## src/rtl/alu_seq_pkg.sv

```systemverilog
// Shared constants, FSM state type and writeback-class decode for the ALU sequencer.
package alu_seq_pkg;

  localparam int DATA_W = 16;
  localparam int NREGS  = 16;
  localparam int RIDX_W = 4;
  localparam int FLAG_W = 5;

  localparam int FLAG_C = 4;
  localparam int FLAG_L = 3;
  localparam int FLAG_F = 2;
  localparam int FLAG_Z = 1;
  localparam int FLAG_N = 0;

  localparam logic [3:0] OP_RTYPE = 4'b0000;
  localparam logic [3:0] OP_ADDI  = 4'b0101;
  localparam logic [3:0] OP_ADDUI = 4'b0110;
  localparam logic [3:0] OP_ADDCI = 4'b0111;
  localparam logic [3:0] OP_SHIFT = 4'b1000;
  localparam logic [3:0] OP_CMPX  = 4'b1010;
  localparam logic [3:0] OP_MOVI  = 4'b1101;
  localparam logic [3:0] OP_RSHI  = 4'b1110;

  localparam logic [3:0] EXT_MOV  = 4'b1101;
  localparam logic [3:0] EXT_LSH  = 4'b0100;

  typedef enum logic [1:0] {
    IDLE = 2'd0,
    OPND = 2'd1,
    EXEC = 2'd2,
    WB   = 2'd3
  } state_e;

  // True when the encoding produces a register result and a flag update.
  function automatic logic is_wb_class(input logic [3:0] op, input logic [3:0] ext);
    logic wb;
    wb = 1'b0;
    case (op)
      OP_RTYPE: wb = ext inside {4'h1, 4'h2, 4'h3, 4'h5, 4'h6, 4'h7, 4'hD, 4'hE};
      OP_ADDI, OP_ADDUI, OP_ADDCI, OP_MOVI, OP_SHIFT, OP_RSHI: wb = 1'b1;
      OP_CMPX:  wb = ext inside {4'h1, 4'h3, 4'h4, 4'h5, 4'h6};
      default:  wb = 1'b0;
    endcase
    return wb;
  endfunction

endpackage

```

## src/rtl/alu_sequencer_if.sv

```systemverilog
// Instruction handshake, ALU drive/capture, status and debug signals of the ALU sequencer.
interface alu_sequencer_if;
  import alu_seq_pkg::*;

  logic                inst_valid;
  logic                inst_ready;
  logic [DATA_W-1:0]   inst;
  logic [DATA_W-1:0]   alu_a;
  logic [DATA_W-1:0]   alu_b;
  logic [3:0]          alu_opcode;
  logic [3:0]          alu_opext;
  logic [DATA_W-1:0]   alu_s;
  logic [FLAG_W-1:0]   alu_clfzn;
  logic [FLAG_W-1:0]   psr;
  logic                retire;
  logic [RIDX_W-1:0]   dbg_addr;
  logic [DATA_W-1:0]   dbg_data;

  modport master (
    output inst_valid, inst, alu_s, alu_clfzn, dbg_addr,
    input  inst_ready, alu_a, alu_b, alu_opcode, alu_opext, psr, retire, dbg_data
  );

  modport slave (
    input  inst_valid, inst, alu_s, alu_clfzn, dbg_addr,
    output inst_ready, alu_a, alu_b, alu_opcode, alu_opext, psr, retire, dbg_data
  );

endinterface

```

## src/rtl/alu_regfile.sv

```systemverilog
// 16x16 register file: two operand read ports, a debug read port and one write port.
// ALU_SEQ_R0_ZERO_EN defined: R0 has no storage and always reads as zero.
module alu_regfile
  import alu_seq_pkg::*;
(
  input  logic              clk,
  input  logic              rst_n,
  input  logic [RIDX_W-1:0] ra_addr_i,
  input  logic [RIDX_W-1:0] rb_addr_i,
  input  logic [RIDX_W-1:0] dbg_addr_i,
  output logic [DATA_W-1:0] ra_data_o,
  output logic [DATA_W-1:0] rb_data_o,
  output logic [DATA_W-1:0] dbg_data_o,
  input  logic              we_i,
  input  logic [RIDX_W-1:0] wa_i,
  input  logic [DATA_W-1:0] wd_i
);

`ifdef ALU_SEQ_R0_ZERO_EN
  localparam bit R0_ZERO = 1'b1;
`else
  localparam bit R0_ZERO = 1'b0;
`endif

  logic [DATA_W-1:0] reg_val [NREGS];

  for (genvar gi = 0; gi < NREGS; gi++) begin : g_reg
    if (R0_ZERO && gi == 0) begin : g_hard
      assign reg_val[gi] = '0;
    end else begin : g_ff
      logic [DATA_W-1:0] r_q;
      always_ff @(posedge clk or negedge rst_n) begin
        if (!rst_n) begin
          r_q <= '0;
        end else if (we_i && (wa_i == RIDX_W'(gi))) begin
          r_q <= wd_i;
        end
      end
      assign reg_val[gi] = r_q;
    end
  end

  assign ra_data_o  = reg_val[ra_addr_i];
  assign rb_data_o  = reg_val[rb_addr_i];
  assign dbg_data_o = reg_val[dbg_addr_i];

endmodule

```

## src/rtl/alu_sequencer.sv

```systemverilog
// Four-cycle issue/execute/writeback controller in front of the combinational 16-bit ALU.
// ALU_SEQ_R0_ZERO_EN (resolved inside alu_regfile) hardwires R0 to zero.
module alu_sequencer
  import alu_seq_pkg::*;
(
  input  logic           clk,
  input  logic           rst_n,
  alu_sequencer_if.slave bus
);

  state_e              state_q, state_d;
  logic [DATA_W-1:0]   inst_q;
  logic [DATA_W-1:0]   alu_a_q, alu_a_d;
  logic [DATA_W-1:0]   alu_b_q, alu_b_d;
  logic [3:0]          alu_opcode_q, alu_opext_q;
  logic [DATA_W-1:0]   res_q;
  logic [FLAG_W-1:0]   flags_q, psr_q;

  logic                inst_ready, accept, wb_en;
  logic [3:0]          op, ext, rdest, rsrc;
  logic [7:0]          imm8;
  logic [DATA_W-1:0]   rd_data, rs_data, imm_sext, imm_zext;

  assign op       = inst_q[15:12];
  assign rdest    = inst_q[11:8];
  assign ext      = inst_q[7:4];
  assign rsrc     = inst_q[3:0];
  assign imm8     = inst_q[7:0];
  assign imm_sext = {{(DATA_W-8){imm8[7]}}, imm8};
  assign imm_zext = {{(DATA_W-8){1'b0}}, imm8};

  alu_regfile u_regfile (
    .clk        (clk),
    .rst_n      (rst_n),
    .ra_addr_i  (rdest),
    .rb_addr_i  (rsrc),
    .dbg_addr_i (bus.dbg_addr),
    .ra_data_o  (rd_data),
    .rb_data_o  (rs_data),
    .dbg_data_o (bus.dbg_data),
    .we_i       (wb_en),
    .wa_i       (rdest),
    .wd_i       (res_q)
  );

  always_comb begin
    state_d    = state_q;
    inst_ready = 1'b0;
    wb_en      = 1'b0;
    unique case (state_q)
      IDLE: begin
        inst_ready = 1'b1;
        if (bus.inst_valid) state_d = OPND;
      end
      OPND: state_d = EXEC;
      EXEC: state_d = WB;
      WB: begin
        state_d = IDLE;
        wb_en   = is_wb_class(op, ext);
      end
      default: state_d = IDLE;
    endcase
  end

  assign accept = inst_ready & bus.inst_valid;

  // Operand routing; the I-type imm8 shares bits with opext, which is still forwarded as-is.
  always_comb begin
    alu_a_d = rd_data;
    alu_b_d = rs_data;
    case (op)
      OP_RTYPE: if (ext == EXT_MOV) alu_a_d = rs_data;
      OP_ADDI, OP_ADDCI: alu_b_d = imm_sext;
      OP_ADDUI: alu_b_d = imm_zext;
      OP_MOVI: begin
        alu_a_d = imm_sext;
        alu_b_d = imm_sext;
      end
      OP_SHIFT: if (ext != EXT_LSH) alu_b_d = '0;
      OP_RSHI: alu_b_d = '0;
      default: ;
    endcase
  end

  always_ff @(posedge clk or negedge rst_n) begin
    if (!rst_n) begin
      state_q      <= IDLE;
      inst_q       <= '0;
      alu_a_q      <= '0;
      alu_b_q      <= '0;
      alu_opcode_q <= '0;
      alu_opext_q  <= '0;
      res_q        <= '0;
      flags_q      <= '0;
      psr_q        <= '0;
    end else begin
      state_q <= state_d;
      if (accept) inst_q <= bus.inst;
      if (state_q == OPND) begin
        alu_a_q      <= alu_a_d;
        alu_b_q      <= alu_b_d;
        alu_opcode_q <= op;
        alu_opext_q  <= ext;
      end
      if (state_q == EXEC) begin
        res_q   <= bus.alu_s;
        flags_q <= bus.alu_clfzn;
      end
      if (wb_en) psr_q <= flags_q;
    end
  end

  assign bus.inst_ready = inst_ready;
  assign bus.retire     = (state_q == WB);
  assign bus.alu_a      = alu_a_q;
  assign bus.alu_b      = alu_b_q;
  assign bus.alu_opcode = alu_opcode_q;
  assign bus.alu_opext  = alu_opext_q;
  assign bus.psr        = psr_q;

endmodule

```

## src/flat_wrapper.sv

```systemverilog
// flat-port wrapper written by rule: the top's interface ports become plain ports
module alu_sequencer_flat import alu_seq_pkg::*;
  (clk, rst_n, bus_inst_valid, bus_inst, bus_alu_s, bus_alu_clfzn, bus_dbg_addr, bus_inst_ready, bus_alu_a, bus_alu_b, bus_alu_opcode, bus_alu_opext, bus_psr, bus_retire, bus_dbg_data);
  alu_sequencer_if bus_i ();
  input  logic clk;
  input  logic rst_n;
  input wire logic [$bits(bus_i.inst_valid)-1:0] bus_inst_valid;
  input wire logic [$bits(bus_i.inst)-1:0] bus_inst;
  input wire logic [$bits(bus_i.alu_s)-1:0] bus_alu_s;
  input wire logic [$bits(bus_i.alu_clfzn)-1:0] bus_alu_clfzn;
  input wire logic [$bits(bus_i.dbg_addr)-1:0] bus_dbg_addr;
  output wire logic [$bits(bus_i.inst_ready)-1:0] bus_inst_ready;
  output wire logic [$bits(bus_i.alu_a)-1:0] bus_alu_a;
  output wire logic [$bits(bus_i.alu_b)-1:0] bus_alu_b;
  output wire logic [$bits(bus_i.alu_opcode)-1:0] bus_alu_opcode;
  output wire logic [$bits(bus_i.alu_opext)-1:0] bus_alu_opext;
  output wire logic [$bits(bus_i.psr)-1:0] bus_psr;
  output wire logic [$bits(bus_i.retire)-1:0] bus_retire;
  output wire logic [$bits(bus_i.dbg_data)-1:0] bus_dbg_data;
  assign bus_i.inst_valid = bus_inst_valid;
  assign bus_i.inst = bus_inst;
  assign bus_i.alu_s = bus_alu_s;
  assign bus_i.alu_clfzn = bus_alu_clfzn;
  assign bus_i.dbg_addr = bus_dbg_addr;
  assign bus_inst_ready = bus_i.inst_ready;
  assign bus_alu_a = bus_i.alu_a;
  assign bus_alu_b = bus_i.alu_b;
  assign bus_alu_opcode = bus_i.alu_opcode;
  assign bus_alu_opext = bus_i.alu_opext;
  assign bus_psr = bus_i.psr;
  assign bus_retire = bus_i.retire;
  assign bus_dbg_data = bus_i.dbg_data;
  alu_sequencer u_core (.clk(clk), .rst_n(rst_n), .bus(bus_i));
endmodule
```

## config.mk

```make
export PLATFORM = sky130hd
export DESIGN_NAME = alu_sequencer_flat
export DESIGN_NICKNAME = d
export VERILOG_FILES = /design/src/rtl/alu_seq_pkg.sv /design/src/rtl/alu_sequencer_if.sv /design/src/rtl/alu_regfile.sv /design/src/rtl/alu_sequencer.sv /design/src/flat_wrapper.sv
export SDC_FILE = /design/constraint.sdc
export NUM_CORES = 1
export LEC_CHECK = 0
export CORE_ASPECT_RATIO = 0.75
export CORE_UTILIZATION = 45
export DETAILED_ROUTE_END_ITERATION = 7
export SETUP_SLACK_MARGIN = 0.3
export SYNTH_ARGS = -nofsm -noshare
export SYNTH_HDL_FRONTEND = slang
export SYNTH_HIERARCHICAL = 1
export SYNTH_SLANG_ARGS = --single-unit
```

## constraint.sdc

```tcl
create_clock -name clk -period 3.3 [get_ports clk]
set_input_delay 0.66 -clock clk [delete_from_list [all_inputs] [get_ports clk]]
set_output_delay 0.66 -clock clk [all_outputs]
set_load 0.02 [all_outputs]
```

### Word-level counts from Yosys, hierarchy flattened

Index checks and enable logic that the tools add are counted.
Widths: inputs -> output; s select.

* register bits after elaboration: 340
* bits of input ports: 44
* output and inout bits: 63
* word-level logic and storage cells: 109

* order comparisons: 3
* eq/ne operators: 36
* multiplexer cells: 18
* bitwise operators: 4
* reductions and logical operators: 23

Operators with widths (count)
* $bmux 16 s4: 3
* $mux 16: 8
* $pmux 16 s4: 1
* $eq 4x4->1 const B: 14
* $eq 4x3->1 const B: 11
* $pmux 16 s2: 1
* $eq 4x2->1 const B: 4
* $logic_and 1x1->1: 16
* $ge 5x5->1 const B: 3
* $not 4->5: 3
* $eq 4x1->1 const B: 2
* $logic_not 4->1: 2
* $pmux 2 s4: 1
* $reduce_bool 8->1: 1
* $reduce_or 6->1: 1
* $reduce_bool 5->1: 1
* $eq 2x2->1 const B: 2
* $ne 4x3->1 const B: 1
* $pmux 1 s3: 1
* $reduce_or 3->1: 1
* $eq 2x1->1 const B: 1
* $logic_not 2->1: 1
* $mux 1: 2
* $mux 2: 1
* other kinds (2): 2

### Logic depth before layout (Yosys ltp)

* depth after elaboration: 6
* gate-level depth with buffers: 11

### Cells and area by module

The synthesis kept the hierarchy.

By module, submodules not included
* alu_regfile: instances 1, cells an instance 985, area each 15205.8 µm²
* alu_sequencer: instances 1, cells an instance 309, area each 3748.6 µm²

### Worst setup path before layout

Ideal clock, no wire load.

* kind: register -> register
* start point: reg u_core.inst_q[12]
* end point: reg u_core.u_regfile.g_reg[3].g_ff.r_q[10]
* data arrival time: 2764 ps
* required time: 3175 ps
* setup slack: 411 ps
* cell stages (with the launch flop): 12
* path buffers: 4
* clock period less this slack: 2889 ps
* cells stage by stage: dfrtp_1 buf_6 or4_4 buf_6 a211oi_4 o41ai_4 inv_1 nor3b_2 nor2b_1 buf_2 buf_2 mux2_2

* cells in the longest elaborated chain, start to end: 5
* elaborated cells on any way between the ends: 12
* those cells by class: 7 x eq/ne; 2 x mux; 3 x reduce/logical

Ends and longest elaborated chain
* start, declared: line alu_sequencer.sv:12 `logic [DATA_W-1:0] inst_q;`
* start signal, assigned: line alu_sequencer.sv:98 `if (accept) inst_q <= bus.inst;`
* $eq 4x3->1 / $eq 4x4->1 (equally long branches): line alu_seq_pkg.sv:38 `case (op)`
* $reduce_or 6->1: line alu_seq_pkg.sv:38
* $pmux 1 s3 (*): line alu_seq_pkg.sv:38
* $mux 1 (*): line alu_sequencer.sv:50 `unique case (state_q)`
* via u_core.wb_en: line alu_sequencer.sv:19 `logic inst_ready, accept, wb_en;`
* $logic_and 1x1->1 (*): line alu_regfile.sv:35 `end else if (we_i && (wa_i == RIDX_W'(gi))) begin`
* end signal, assigned: line alu_regfile.sv:36 `r_q <= wd_i;`
* end, declared: line alu_regfile.sv:31 `logic [DATA_W-1:0] r_q;`

Mark *: on every way through the listed nets, which the timed path passes. The rest lies on a longest branch.
A chain may end at the register's enable or synchronous reset.

### Worst setup path in the final report

* start point: in bus_dbg_addr[0]
* end point: out bus_dbg_data[6]

* cells in the longest elaborated chain, start to end: 4

Ends and longest elaborated chain
* start, declared: line flat_wrapper.sv:11 `input wire logic [$bits(bus_i.dbg_addr)-1:0] bus_dbg_addr;`
* $not 4->5 (not written as such): line alu_regfile.sv:45 `assign dbg_data_o = reg_val[dbg_addr_i];`
* $bmux 16 s4: line alu_regfile.sv:45
* $mux 16 (not written as such) (2 in series): line alu_regfile.sv:45
* end, declared: line flat_wrapper.sv:19 `output wire logic [$bits(bus_i.dbg_data)-1:0] bus_dbg_data;`

No other way between the ends. The select of a mux whose other input is x is not followed.

==> results.yml <==
placed_design:
  dpl.hpwl_mm: 37.6
  routabilityCongestion: 0.817
  portBuffers: 106
detailed_routing:
  dr.pass1.iters: 6
  wire_per_inst_um: 28.7
  drtAntennaViolNets: 0
  drt-total-wl_mm: 57.6
  vias: 13045
  drtIter0Drc: 1364
  post-route-drc-count: 0
  via_per_inst: 6.51
worst_setup_path:
  end_kind: "output pin"
  r2r-start: "u_core/inst_q[12]$_DFFE_PN0P_"
  cp-start-kind: "primary input"
  critical_path.max_fanout: 9
  cp_num_buf_inv: 4
  path_cells: "buf_8, bufbuf_16, buf_4, mux4_2, a22oi_1, nand2_1, buf_2"
  required_ns: 2.64
  critical_path_arrival_ns: 2.33
  critical_path.top_delay_family: "buffers and inverters"
  worstSetupPathType: "primary input to output pin"
  crit_start: "bus_dbg_addr[0]"
  slowest_stage: "mux4_2"
  cp_slowest_stage_delay_ns: 0.51
logic_synthesis:
  netlist-cell-type-count: 46
  synthArstFlopShare_pct: 100
  ys.warnings.count: 6
  ys_seq_area_share_pct: 44.9
  avgSynthCellArea_um2: 14.6
  synth_area_mm2: 0.0190
  ys_ff_latch: 340
  synth_ff_type: "dfrtp_1"
  netlist_instances: 1294
  synth_edf_count: 0
  synthesis.nets: 1342
power_and_ir_drop:
  p_per_area_mw_per_mm2: 967
  leakage_nw: 9.77
  ir_drop_mv: 0.516
sta:
  worstMarginPinSlew_ns: 1.00
  rsz0062_at_grt: "yes"
  post-route-min-period_ns: 2.99
  finalClockSkew_ns: 0.0194
  clock.fmax_ghz: 0.334
  fin_crit_sh_pct: 90.6
  finalSetupViolCount: 0
  hold_viol_final: 0
  fin_tns_setup_ns: 0
  drv_slew: 0
  hold_ws_ns: 0.104
  slew-limit-headroom_pct: 32.2
cells_and_area:
  drive_gt1_share_pct: 48.1
  finalNetCount: 1460
  final_common_cell: "dfrtp_1"
  area.growth.synth_to_final_pct: 18.4
  diodes: 0
  layout_common_cells: "dfrtp_1, mux2_2, mux4_2"
  fillers: 3432
clock_network:
  cts.clk_slew.worst_paths_ns: 0.06
  cts_root_buf: "clkbuf_16"
  tritoncts: "built"
  cts_made_buffers: 38
  postCtsHoldBufs: 0
  cts_sinks: 340
  clock_latency_ns: 0.55
  h-tree-depth: 2
  ctsLongestPathBuffers: 3
floorplanning:
  die_h_um: 180
  num_rows: 64
  io_pins: 107
  initial_core_util_pct: 46.1
  core_mm2: 0.0412
  die_w_um: 239
  die-area_mm2: 0.0430
grt:
  grt_max_degree: 84
  grt_pass1_wl_mm: 88.3
  antenna_found_initial: 0
  grt_pass1_vias: 13358
  grt-ovfl-total: 0
  grt_usage_pct: 27.8
outcome:
  status: "finished clean"
run:
  cap_violations: 0
worst_hold_path:
  hold_class: "primary input to async pin"
-- flip-flops by register name (all words and copies together), names as in the netlist --
register / flops
u_core/bus.alu_b: 16
u_core/inst_q: 16
u_core/bus.alu_opcode: 4
u_core/state_q: 2
u_core/bus.alu_opext: 4
u_core/flags_q: 5
u_core/bus.alu_a: 16
u_core/res_q: 16
u_core/bus.psr: 5
u_core/u_regfile/g.g_ff.r_q: 256
-- kinds of logic (layout without fill, tap and decap cells) --
group,count (synthesis),count (layout),synth area share [%]
AOI/OAI and AO/OA,163,163,6.36
adders and majority gates,4,4,0.264
buffers and inverters,127,275,3.21
DFF,340,340,44.9
muxes,498,498,41.1
and+or+nand+nor,162,162,4.15
-- synth_stat cells, drive strengths merged, types with 7 or more instances --
cell    number  share of area (%)
a21oi       19               0.50
a221oi       8               0.37
a22oi      103                4.1
a31oi        7               0.23
buf         63                1.9
clkbuf      59                1.2
dfrtp      340                 45
mux2       306                 18
mux4       192                 23
nand2       69                1.4
nand3       10               0.26
nor2        50                1.1
nor2b        7               0.23
o21ai       11               0.29
o22a         9               0.42
-- power by group --
group / internal (W) / switching, W
Combinational: 0.00493 / 0.00426
Clock: 0.00274 / 0.00176
Sequential: 0.00583 / 0.00220
-- cell type report --
cell class	instances	area, um^2	share of cell area (%)
Sequential cell	340	8520	37.9
Tap cell	561	702	3.13
Clock inverter	14	175	0.780
Inverter	5	18.8	0.0836
Clock buffer	56	1150	5.13
Timing Repair Buffer	200	2020	9.02
Multi-Input combinational cell	827	9860	43.9
-- repair_timing --
item	CTS	global route
pin swaps	1	1
endpoints found under the hold margin	0	0
buffers inserted	4	1
gates cloned	2	0
setup endpoints to repair	17	110
gates resized for setup	23	12
-- worst paths after layout --
path                                                                        to  slack (ns)  cells after the start
hold reg to reg                                  u_core/bus.psr[3]$_DFFE_PN0P_        0.50                      1
max in group asynchronous  u_core/u_regfile/g_reg[12].g_ff.r_q[10]$_DFFE_PN0P_        2.30                      2
setup / recovery                                               bus_dbg_data[6]        0.31                      7
setup reg to reg            u_core/u_regfile/g_reg[8].g_ff.r_q[14]$_DFFE_PN0P_        0.40                      8
min in group clk                                 u_core/bus.psr[3]$_DFFE_PN0P_        0.50                      1
hold / removal                                   u_core/flags_q[4]$_DFFE_PN0P_        0.10                      1
-- per-stage QoR --
stage | instance area, um^2 | setup WS (ns) | util, % | total power (W) | cells
2_1_floorplan | 19000 | 0.411 | - | 0.0137 | 1294
3_3_place_gp | 21000 | 0.0439 | 51.1 | 0.0170 | 1926
3_5_place_dp | 21000 | 0.0480 | 51.1 | 0.0172 | 1926
4_1_cts | 22500 | 0.306 | 54.6 | 0.0218 | 2002
5_1_grt | 22500 | 0.247 | 54.5 | 0.0229 | 2003
6_report | 22500 | 0.310 | 54.5 | 0.0217 | 2003
-- layer usage --
layer / wire (um) / global-route usage, % / vias up
met2: 25500 / 40.3 / 629
met1: 25200 / 42.3 / 6994
met4: 1550 / 8.38 / 0
met5: 0 / 0 / -
met3: 5300 / 5.41 / 97
li1: - / - / 5325
Power figures use the tool's default switching activity.
